--- src/rtl/alu_acumulador.sv ---
// Execution unit and main accumulator of the 4-bit CPU.
// Ports: C_i clock, rst_i sync reset, ACT_i/OPC_i operand and opcode,
// start_i/busy_o/done_o handshake, ACC_o accumulator, REM_o remainder,
// Z_o/C_o/E_o zero, carry-borrow-overflow and divide-by-zero flags.
module alu_acumulador #(
   parameter int W    = 4,
   parameter int N_IT = W
) (
   input  logic         C_i,
   input  logic         rst_i,
   input  logic [W-1:0] ACT_i,
   input  logic [2:0]   OPC_i,
   input  logic         start_i,
   output logic         busy_o,
   output logic         done_o,
   output logic [W-1:0] ACC_o,
   output logic [W-1:0] REM_o,
   output logic         Z_o,
   output logic         C_o,
   output logic         E_o
);

   localparam int CW = (N_IT > 1) ? $clog2(N_IT) : 1;

   localparam logic [2:0] OP_LOAD = 3'b000;
   localparam logic [2:0] OP_ADD  = 3'b001;
   localparam logic [2:0] OP_SUB  = 3'b010;
   localparam logic [2:0] OP_AND  = 3'b011;
   localparam logic [2:0] OP_OR   = 3'b100;
   localparam logic [2:0] OP_XOR  = 3'b101;
   localparam logic [2:0] OP_MUL  = 3'b110;
   localparam logic [2:0] OP_DIV  = 3'b111;

   typedef enum logic [1:0] {
      S_IDLE, S_EXEC, S_MUL, S_DIV
   } state_t;

   state_t state_q, state_d;

   logic [W-1:0]   acc_q, rem_q, opd_q, quo_q;
   logic [2:0]     opc_q;
   logic [CW-1:0]  cnt_q;
   logic [2*W-1:0] prod_q;
   logic [W:0]     r_q;
   logic           z_q, c_q, e_q, done_q;

   logic           last;
   logic           div_zero;
   logic [W-1:0]   ex_res;
   logic           ex_c;
   logic [W:0]     mul_sum;
   logic [2*W-1:0] mul_nxt;
   logic [W:0]     div_sh, r_nxt;
   logic           div_ge;
   logic [W-1:0]   q_nxt;

   assign last     = (cnt_q == CW'(N_IT - 1));
   assign div_zero = (opd_q == '0);

   // Single-cycle operations
   always_comb begin
      ex_res = '0;
      ex_c   = 1'b0;
      unique case (opc_q)
         OP_LOAD: ex_res = opd_q;
         OP_ADD:  {ex_c, ex_res} = {1'b0, acc_q} + {1'b0, opd_q};
         OP_SUB:  {ex_c, ex_res} = {1'b0, acc_q} - {1'b0, opd_q};
         OP_AND:  ex_res = acc_q & opd_q;
         OP_OR:   ex_res = acc_q | opd_q;
         OP_XOR:  ex_res = acc_q ^ opd_q;
         default: ex_res = acc_q;
      endcase
   end

   // Shift-add: multiplier sits in the low half and is shifted out
   always_comb begin
      mul_sum = {1'b0, prod_q[2*W-1:W]}
              + {1'b0, (prod_q[0] ? opd_q : {W{1'b0}})};
      mul_nxt = {mul_sum, prod_q[W-1:1]};
   end

   // Restoring divide: one quotient bit per step
   always_comb begin
      div_sh = {r_q[W-1:0], quo_q[W-1]};
      div_ge = (div_sh >= {1'b0, opd_q});
      r_nxt  = div_ge ? (div_sh - {1'b0, opd_q}) : div_sh;
      q_nxt  = {quo_q[W-2:0], div_ge};
   end

   always_ff @(posedge C_i) begin
      if (rst_i) state_q <= S_IDLE;
      else       state_q <= state_d;
   end

   always_comb begin
      state_d = state_q;
      unique case (state_q)
         S_IDLE:
            if (start_i) begin
               if (OPC_i == OP_MUL)      state_d = S_MUL;
               else if (OPC_i == OP_DIV) state_d = S_DIV;
               else                      state_d = S_EXEC;
            end
         S_EXEC: state_d = S_IDLE;
         S_MUL, S_DIV:
            if (last) state_d = S_IDLE;
         default: state_d = S_IDLE;
      endcase
   end

   always_comb begin
      busy_o = (state_q != S_IDLE);
      done_o = done_q;
   end

   assign ACC_o = acc_q;
   assign REM_o = rem_q;
   assign Z_o   = z_q;
   assign C_o   = c_q;
   assign E_o   = e_q;

   always_ff @(posedge C_i) begin
      if (rst_i) begin
         acc_q  <= '0;
         rem_q  <= '0;
         opd_q  <= '0;
         opc_q  <= '0;
         quo_q  <= '0;
         cnt_q  <= '0;
         prod_q <= '0;
         r_q    <= '0;
         z_q    <= 1'b0;
         c_q    <= 1'b0;
         e_q    <= 1'b0;
         done_q <= 1'b0;
      end else begin
         done_q <= 1'b0;
         unique case (state_q)
            S_IDLE:
               if (start_i) begin
                  opc_q  <= OPC_i;
                  opd_q  <= ACT_i;
                  cnt_q  <= '0;
                  prod_q <= {{W{1'b0}}, acc_q};
                  r_q    <= '0;
                  quo_q  <= acc_q;
               end
            S_EXEC: begin
               acc_q  <= ex_res;
               c_q    <= ex_c;
               z_q    <= (ex_res == '0);
               e_q    <= 1'b0;
               done_q <= 1'b1;
            end
            S_MUL: begin
               prod_q <= mul_nxt;
               cnt_q  <= cnt_q + CW'(1);
               if (last) begin
                  acc_q  <= mul_nxt[W-1:0];
                  c_q    <= |mul_nxt[2*W-1:W];
                  z_q    <= (mul_nxt[W-1:0] == '0);
                  e_q    <= 1'b0;
                  done_q <= 1'b1;
               end
            end
            S_DIV: begin
               cnt_q <= cnt_q + CW'(1);
               if (!div_zero) begin
                  r_q   <= r_nxt;
                  quo_q <= q_nxt;
               end
               if (last) begin
                  c_q    <= 1'b0;
                  done_q <= 1'b1;
                  if (div_zero) begin
                     acc_q <= '1;
                     rem_q <= acc_q;
                     z_q   <= 1'b0;
                     e_q   <= 1'b1;
                  end else begin
                     acc_q <= q_nxt;
                     rem_q <= r_nxt[W-1:0];
                     z_q   <= (q_nxt == '0);
                     e_q   <= 1'b0;
                  end
               end
            end
            default: ;
         endcase
      end
   end

endmodule

--- config.mk ---
export PLATFORM = sky130hd
export DESIGN_NAME = alu_acumulador
export DESIGN_NICKNAME = d
export VERILOG_FILES = /design/src/rtl/alu_acumulador.sv
export SDC_FILE = /design/constraint.sdc
export NUM_CORES = 1
export LEC_CHECK = 0
export BUFFER_PORTS_ARGS = -buffer_cell sky130_fd_sc_hd__buf_2
export CAP_MARGIN = 20
export CORE_AREA = 2 2 90 92
export DETAILED_ROUTE_END_ITERATION = 8
export DIE_AREA = 0 0 92 94
export SLEW_MARGIN = 20
export SYNTH_ARGS = -nofsm -noshare
export SYNTH_HDL_FRONTEND = slang
export SYNTH_SLANG_ARGS = --single-unit
--- constraint.sdc ---
create_clock -name C_i -period 3.45 [get_ports C_i]
set_input_delay 0.345 -clock C_i [delete_from_list [all_inputs] [get_ports C_i]]
set_output_delay 0.345 -clock C_i [all_outputs]
set_load 0.05 [all_outputs]
* Word-level counts from Yosys, hierarchy flattened
Index checks and enable logic that the tools add are counted. Widths: inputs -> output; s select.
Storage, ports and cells: bits in registers 39, bits of input ports 10, output and inout port bits 13, word-level logic and storage cells 94
Cells by class: add/subtract/negate cells 5, $lt $le $gt $ge 1, equality and inequality tests 16, multiplexer cells 36, bitwise logic cells 3, reductions and logical operators 20
Operator list (number):
- $mux 4 | 10
- $pmux 4 s6 | 1
- $logic_not 4->1 | 4
- $pmux 4 s2 | 2
- $pmux 8 s2 | 1
- $eq 3x3->1 const B | 4
- $pmux 4 s3 | 1
- $add 4x4->5 | 2
- $mux 2 | 5
- $reduce_and 2->1 | 5
- $pmux 1 s3 | 3
- $mux 1 | 8
- $mux 8 | 1
- $ne 2x2->1 const B | 4
- $reduce_bool 2->1 | 4
- $eq 2x2->1 const B | 3
- $eq 3x2->1 const B | 2
- $pmux 2 s3 | 1
- $reduce_and 3->1 | 2
- $ge 5x4->1 | 1
- $sub 4x4->5 | 1
- $and 4x4->4 | 1
- $or 4x4->4 | 1
- $pmux 1 s2 | 2
- other kinds (12) | 12

* Logic depth before layout (Yosys ltp)
Gate-level depths: netlist of run 1.
word-level depth 5, mapped depth 9, gate-level depth less buffers 9

* Least setup slack after synthesis of run 1
Ideal clock, no wire load.
path kind reg2reg, start point register acc_q[1] (netlist: ACC_o[1]), end point register acc_q[1] (netlist: ACC_o[1]), library setup time 0.140 ns, arrival 2.345 ns, required time 3.310 ns, slack 0.965 ns, stages on the path, launching flop included 8, path buffers 0, period minus slack after synthesis 2.485 ns, cells stage by stage dfxtp_1 -> inv_1 -> fa_1 -> inv_1 -> mux4_2 -> o21ai_1 -> o221a_1 -> a211oi_1
Between the ends: word-level cells in the longest chain between the ends 3, elaborated cells on any way between the ends 7, those cells by class add/sub (2); mux (2); bitwise (3)
RTL lines:
- start: declaration | line 40 | logic [W-1:0] acc_q, rem_q, opd_q, quo_q;
- start signal: assignment | line 149 | acc_q <= ex_res;
- start signal: assignment | line 159 | acc_q <= mul_nxt[W-1:0];
- start signal: assignment | line 181 | acc_q <= q_nxt;
- $sub 4x4->5, or another cell as far along | line 67 | OP_SUB: {ex_c, ex_res} = {1'b0, acc_q} - {1'b0, opd_q};
- $pmux 4 s6 (*) | line 64 | unique case (opc_q)
- $pmux 4 s3 (*) | line 138 | unique case (state_q)
Every way passes the cells marked *; elsewhere a longest branch is shown, timed or not. A chain may end at the register's enable or synchronous reset.

* Final worst setup path of run 1
start point register opd_q[0], end point register acc_q[1] (netlist: ACC_o[1])
Between the ends: word-level cells in the longest chain between the ends 4, elaborated cells on any way between the ends 7, those cells by class add/sub (2); mux (4); reduce/logical (1)
RTL lines:
- start: declaration | line 40
- start signal: assignment | line 142 | opd_q <= ACT_i;
- parallel branches: the longest is 3 deep, another holds $sub 4x4->5
- $pmux 4 s3 (*) | line 138
Mark *: on every way between the ends. The select of a mux whose other input is x is not followed.

==> run summary, run 1 <==
number of diodes -> 0
die width -> 92 um
maximum vdd drop -> 164 uV
wire length of the first global-routing pass -> 12000 um
final critical delay including setup and external delays -> 2.35 ns
number of buffers inserted for hold repair after clock tree synthesis -> 0
y dimension of the die -> 94 um
result of the run -> finished clean
r2r startpoint -> opd_q[0]
clock transition at the registers of the reported paths -> 0.08 ns
cell chain of the critical path -> ha_1 -> inv_1 -> fa_1 -> inv_1 -> mux4_2 -> o21ai_1 -> o221a_1 -> a211oi_1
post-synthesis cell type count -> 65
Fin Clk Skew -> 0.00435 ns
end of the worst hold path -> opd_q[3]
Core Box Area -> 0.00761 sq mm
kind of path behind the tightest hold check -> primary input to register
final routed wire length divided by cell count -> 15.6 um
worst min-delay path startpoint -> ACT_i[3]
dpl cells -> 447
area share of the largest cell type after synthesis -> 28.8%
CP startpoint kind -> register
final setup violation count -> 0
Most Frequent Cell on Critical Path -> inv_1
r2r worst-path depth -> 8
total negative slack -> 0 ns
post-route clock period utilization -> 68.2%
biggest area consumer among synthesized cells -> dfxtp_1
Crit path largest cell delay -> 0.50 ns
Final Max Tran Viols -> 0
standard-cell row count -> 32
layout cells sized above 1 -> 13.0%
count of nets after finishing -> 387
kind of capture point of the worst setup path -> register
H-tree depth -> 2
DRC Markers -> 0
post-layout instance count excluding filler cells -> 455
synthesis-to-layout area growth -> 10.9%
Synth Net Count -> 375
number of warning messages in the yosys log -> 0
drt initial violations -> 206
Die ar. -> 0.00865 sq mm
number of iterations in the first detailed-routing pass -> 4
Peak Freq -> 425 MHz
area taken by multi-input logic gates -> 0.00176 sq mm
final-layout fill cell count -> 788
library cell contributing the largest single delay on the critical path -> dfxtp_1
share of flip-flops with an asynchronous set or reset after synthesis -> 0%
top post-synthesis cells by area -> dfxtp_1, ha_1, a21oi_1
Setup CP Type -> register to register
aggregate global-route resource usage -> 17.4%
half-perimeter wire length of the detailed placement result -> 5290 um
count of flip-flops with a built-in enable after synthesis -> 0
instance count along the most critical hold path -> 3
buffer depth of the longest clock path -> 2
antenna violation net count after detailed routing -> 0
vias per cell -> 5.32
worst reg2reg setup slack -> 1.10 ns
via count of the first global-routing pass -> 2336
antenna violations before repair -> 0
crit path DAT -> 2.50 ns
endpoint of the most critical register-to-register path -> ACC_o[1]
number of buffers and inverters on the critical path -> 2
port buffer count -> 22
pin count of the biggest net entering global routing -> 40
latest clock arrival within the worst-skew pair -> 0.29 ns
clock tree from TritonCTS -> yes
sequential cell area fraction in the yosys report -> 28.8%
Least-Margin Pin Slew -> 0.819 ns
mean post-synth cell area -> 7.97 sq um
Synth Register Bits -> 39
area occupied by registers -> 781 sq um
Top Family by Delay on Critical Path -> adder cells
clock tree root buffer cell -> clkbuf_8
Gates resized, CTS repair -> 0
Max FO, Critical Path -> 9
Post-Synthesis Cell Area -> 0.00271 sq mm
RSZ-0062 raised after global routing -> false
Leak -> 1.21 nW
number of hold violations in the final report -> 0
initial core utilization -> 35.6%
number of setup buffers added after CTS -> 0
Power Density -> 414 mW/mm^2
required arrival time at the worst endpoint -> 3.60 ns
cell count after synthesis -> 340
final wirelength -> 7100 um
grt total ovfl -> 0
routed vias -> 2422
Synth Flop Type -> dfxtp_1
Maximum Capacitance Violations -> 0
CTS Sinks -> 39
total CTS buffers -> 5
final estimated routing congestion in global placement -> 0.919
remaining max-slew budget at the tightest pin -> 45.3%
boundary pin count -> 23
-- routing by layer --
metal / global-route usage (%) / vias up / routed length [um]
met5: 0 / - / 0
met4: 5.10 / 0 / 110
met3: 1.93 / 12 / 247
met2: 28.1 / 48 / 3240
met1: 24.6 / 1137 / 3510
li1: - / 1225 / -
-- registers in the layout (all words and copies together), names as in the netlist --
| signal | flops |
|---|---|
| opd_q | 4 |
| state_q | 2 |
| quo_q | 4 |
| E_o | 1 |
| C_o | 1 |
| opc_q | 3 |
| Z_o | 1 |
| done_o | 1 |
| cnt_q | 2 |
| REM_o | 4 |
| r_q | 4 |
| ACC_o | 4 |
| prod_q | 8 |
-- through the flow --
stage / hold slack [ns] / cell area, sq um / power (mW) / setup WS [ns] / util, %
3_5_place_dp: 0.458 / 2870 / 0.794 / 1.11 / 37.7
5_1_grt: 0.303 / 3010 / 1.31 / 0.941 / 39.5
6_report: 0.289 / 3010 / 1.24 / 1.10 / 39.5
3_3_place_gp: 0.451 / 2870 / 0.794 / 1.15 / 37.7
4_1_cts: 0.286 / 3010 / 1.25 / 1.11 / 39.5
2_1_floorplan: 0.441 / 2710 / 0.727 / 0.965 / -
-- tightest hold or removal path, cell delays in order --
cell and delay [ns]:
buf_2 0.09, nand2_1 0.04, a21oi_1 0.05
-- Yosys cell counts, types with 2 or more instances --
master / instances
o311ai_1: 2
o21ai_0: 8
buf_2: 4
o211ai_1: 4
nand2_1: 44
mux2i_1: 6
and2_1: 6
a311oi_1: 4
a21o_1: 4
fa_1: 4
o21ai_1: 7
nor3b_1: 2
clkbuf_1: 10
ha_1: 21
dfxtp_1: 39
nor3_1: 6
nand2b_1: 2
a21oi_1: 36
xor2_1: 4
inv_1: 19
a22oi_1: 5
nand3_1: 15
nor2b_1: 8
a31oi_1: 2
nor2_1: 29
and3_1: 6
a21boi_1: 2
mux2_2: 2
buf_4: 2
o21a_1: 2
-- where the power goes --
part	leakage, nW	internal, mW	switching (mW)
logic	0.825	0.101	0.175
clock network	0.0644	0.289	0.171
registers	0.317	0.470	0.0401
-- cells by family (layout without fill, tap and decap cells) --
family / count (synthesis) / count (layout) / share of synthesized area, %
mux: 11 / 11 / 4.80
compound gates: 92 / 92 / 22.5
xor+xnor: 5 / 5 / 1.62
flops: 39 / 39 / 28.8
simple gates: 129 / 129 / 23.4
fa+ha+maj: 25 / 25 / 12.6
buf+inv: 39 / 52 / 6.18
-- final cells by class --
class,count,share of cell area [%]
well taps,102,4.24
inverters,20,2.50
repair buffers,24,4.16
clock buffers,5,2.29
multi-input cells,262,58.6
flip-flops and latches,39,26.0
clock inverters,3,2.25
-- how the worst max path moves through the flow --
| stage | start | endpoint | slack (ns) | cells after the start |
|---|---|---|---|---|
| floorplan | ACC_o[1] | ACC_o[1] | 0.97 | 7 |
| global placement | opd_q[0] | ACC_o[1] | 1.15 | 8 |
| detailed placement | opd_q[0] | ACC_o[1] | 1.11 | 8 |
| CTS | opd_q[0] | ACC_o[1] | 1.11 | 8 |
| global route | ACC_o[0] | Z_o | 0.94 | 9 |
| finish | opd_q[0] | ACC_o[1] | 1.10 | 8 |
-- placed cells by master (no fill, tap or decap), types with 2 or more instances in the layout --
cell type and count:
and3_1 6, a22oi_1 5, o311ai_1 2, nand2b_1 2
nor3_1 6, nor2_1 29, mux2_2 2, bufinv_16 2
nand2_1 44, a21o_1 4, a21oi_1 36, clkbuf_8 5
a311oi_1 4, a31oi_1 2, dfxtp_1 39, o21ai_1 7
xor2_1 4, a21boi_1 2, nand3_1 15, buf_2 22
ha_1 21, mux2i_1 6, nor3b_1 2, inv_1 19
and2_1 6, fa_1 4, buf_4 2, o211ai_1 4
o21ai_0 8, o21a_1 2, nor2b_1 8
(Power assumes the default switching activity.)
==> run 2, diff against run 1 <==
--- a/config.mk
+++ b/config.mk
@@ -5,11 +5,12 @@
 export SDC_FILE = /design/constraint.sdc
 export NUM_CORES = 1
 export LEC_CHECK = 0
+export ABC_AREA = 1
 export BUFFER_PORTS_ARGS = -buffer_cell sky130_fd_sc_hd__buf_2
 export CAP_MARGIN = 20
-export CORE_AREA = 2 2 90 92
+export CORE_AREA = 2 2 88 90
 export DETAILED_ROUTE_END_ITERATION = 8
-export DIE_AREA = 0 0 92 94
+export DIE_AREA = 0 0 90 92
 export SLEW_MARGIN = 20
 export SYNTH_ARGS = -nofsm -noshare
 export SYNTH_HDL_FRONTEND = slang
==> constraint.sdc (replaced) <==
create_clock -name C_i -period 2 [get_ports C_i]
set_input_delay 0.2 -clock C_i [delete_from_list [all_inputs] [get_ports C_i]]
set_output_delay 0.2 -clock C_i [all_outputs]
set_load 0.05 [all_outputs]
==> run 2 against run 1 <==
Net effect: synthesized area decreased by 4.2%; clock power increased by 16%; critical path depth increased by 3; register-to-register slack got worse by 0.98 ns; largest power group unchanged.
==> run summary, run 2 <==
final design area excluding fillers -> 0.00304 sq mm
post-route clock period utilization -> 94.0%
H-tree depth -> 2
final setup violation count -> 0
Post-Synth Adder-Cell Area -> 13.2%
commonest non-fill, non-tap cells in the layout -> nand2_1, inv_1, a21oi_1
share of flip-flops with an asynchronous set or reset after synthesis -> 0%
worst min-delay path startpoint -> OPC_i[2]
count of nets after finishing -> 442
number of iterations in the first detailed-routing pass -> 5
CP startpoint kind -> register
port buffer count -> 22
combinational family with the most area after synthesis -> simple AND/OR/NAND/NOR gates
synthesis-to-layout area growth -> 17.2%
Post-Synthesis Cell Area -> 0.00260 sq mm
required arrival time at the worst endpoint -> 2.23 ns
r2r startpoint -> ACC_o[0]
synthesized-area fraction occupied by xor and xnor cells -> 0.337%
aggregate global-route resource usage -> 18.2%
Fin Clk Skew -> 0.00775 ns
antenna violations before repair -> 0
Synth Register Bits -> 39
Internal Pwr Total -> 1.30 mW
grt total ovfl -> 0
number of flip-flops under the largest register name -> 8
y dimension of the die -> 92 um
Leak -> 1.41 nW
post-synthesis compound-gate area fraction -> 18.0%
post-synthesis mux area share -> 0%
library cell with the highest instance count after synthesis -> nand2_1
Die ar. -> 0.00828 sq mm
top post-synthesis cells by area -> dfxtp_1, ha_1, nand2_1
sw frac -> 37.9%
kind of path behind the tightest hold check -> primary input to register
pin count of the biggest net entering global routing -> 22
final core utilization -> 40.9%
source of the critical timing path -> ACC_o[0]
ranking of synthesized cells by instance count -> nand2_1, inv_1, dfxtp_1, a21oi_1, nor2_1
latest clock arrival within the worst-skew pair -> 0.29 ns
Final Power -> 2.09 mW
timing endpoint of the critical path -> Z_o
mean post-synth cell area -> 6.96 sq um
Switch Pwr -> 0.790 mW
number of hold violations in the final report -> 0
post-layout instance count excluding filler cells -> 510
layout cells sized above 1 -> 20.1%
worst reg2reg setup slack -> 0.12 ns
DRC Markers -> 0
post-synthesis cell type count -> 30
Synth Net Count -> 408
area of placed instances -> 0.00287 sq mm
die width -> 90 um
Post-Synth Simple-Gate Area -> 28.6%
final-layout fill cell count -> 818
final routed wire length divided by cell count -> 14.5 um
most common cell after layout, fill and taps aside -> nand2_1
clock power share -> 25.6%
Power Density -> 686 mW/mm^2
final critical delay including setup and external delays -> 1.88 ns
boundary pin count -> 23
count of flip-flops with a built-in enable after synthesis -> 0
clock tree from TritonCTS -> yes
final estimated routing congestion in global placement -> 0.937
number of diodes -> 0
clock tree root buffer cell -> clkbuf_8
CTS Sinks -> 39
Max FO, Critical Path -> 3
sequential cell area fraction in the yosys report -> 30.1%
total CTS buffers -> 5
total negative slack -> 0 ns
combinational share of power -> 32.5%
initial core utilization -> 34.9%
Maximum Capacitance Violations -> 0
area share of the largest cell type after synthesis -> 30.1%
biggest area consumer among synthesized cells -> dfxtp_1
r2r worst-path depth -> 11
Peak Freq -> 532 MHz
drt initial violations -> 135
crit path DAT -> 2.11 ns
Final Max Tran Viols -> 0
Setup CP Type -> register to register
most flop-heavy register -> prod_q
antenna violation net count after detailed routing -> 0
routed vias -> 2609
Least-Margin Pin Slew -> 0.653 ns
dpl cells -> 500
cell count after synthesis -> 373
remaining max-slew budget at the tightest pin -> 56.4%
vias per cell -> 5.12
final wirelength -> 7400 um
wire length of the first global-routing pass -> 12000 um
half-perimeter wire length of the detailed placement result -> 5630 um
buffer depth of the longest clock path -> 2
number of warning messages in the yosys log -> 0
clock transition at the registers of the reported paths -> 0.08 ns
kind of capture point of the worst setup path -> register
Synth Flop Type -> dfxtp_1
endpoint of the most critical register-to-register path -> Z_o
standard-cell row count -> 32
via count of the first global-routing pass -> 2478
maximum vdd drop -> 369 uV
Core Box Area -> 0.00745 sq mm
result of the run -> finished clean
fraction of power consumed by sequential logic -> 41.9%
run 2: per-stage QoR:
stage	hold WS, ns	worst slack, ns
after global placement	0.453	0.0266
after floorplan	0.347	0.0799
after global routing	0.200	-0.0207
final	0.194	0.120
after CTS	0.181	0.0631
after detailed placement	0.459	-0.0172
run 2: timing repair:
action                                  in CTS  in global routing
pin swaps                                    0                  8
hold buffers                                 0                  0
buffers inserted                             0                  2
resized for setup                            2                 27
gates cloned                                 0                  0
endpoints found under the setup margin       1                 11
run 2: cell type report:
class,instances,area (sq um),area share (%)
Multi-Input combinational cell,273,1620,53.1
Clock buffer,6,72.6,2.38
Timing Repair Buffer,36,215,7.07
Inverter,52,204,6.70
Tap cell,102,128,4.19
Clock inverter,2,12.5,0.411
Sequential cell,39,796,26.2
run 2: kinds of logic after synthesis:
logic type	Yosys count
fa+ha+maj	25
simple gates	159
flops	39
compound gates	88
xor+xnor	1
buf+inv	61
run 2: worst min-delay path by stage:
stage / end / slack (ns) / cells after the start
after floorplan: opc_q[2] / 0.35 / 2
after global placement: E_o / 0.45 / 2
after detailed placement: prod_q[4] / 0.46 / 2
after CTS: state_q[1] / 0.18 / 3
after global routing: opc_q[2] / 0.20 / 3
final: opc_q[2] / 0.19 / 3
run 2: power groups by stage:
| stage | clock, mW | combinational [mW] | sequential, mW |
|---|---|---|---|
| 2_1_floorplan | 0 | 0.411 | 0.926 |
| 6_report | 0.534 | 0.679 | 0.873 |
| 3_3_place_gp | 0 | 0.643 | 0.885 |
| 3_5_place_dp | 0 | 0.643 | 0.886 |
| 5_1_grt | 0.575 | 0.764 | 0.880 |
| 4_1_cts | 0.562 | 0.646 | 0.868 |
run 2: critical path: stages (launching register included):
cell     delay (ns)
dfxtp_4        0.38
inv_4          0.05
ha_4           0.15
inv_2          0.07
fa_2           0.42
nand4_1        0.10
nand2_1        0.07
nor2_2         0.17
nand3_2        0.09
nor2_1         0.10
nand3_1        0.08
a21oi_1        0.15
run 2: per-layer routing:
metal / up-vias / routed length [um] / GRT usage [%] / share of wire [%]
met1: 1210 / 3420 / 23.6 / 46
met2: 71 / 3560 / 30.5 / 48
met4: 0 / 149 / 8.59 / 2.0
met5: - / 0 / 0 / 0
li1: 1314 / - / - / -
met3: 14 / 272 / 2.05 / 3.7
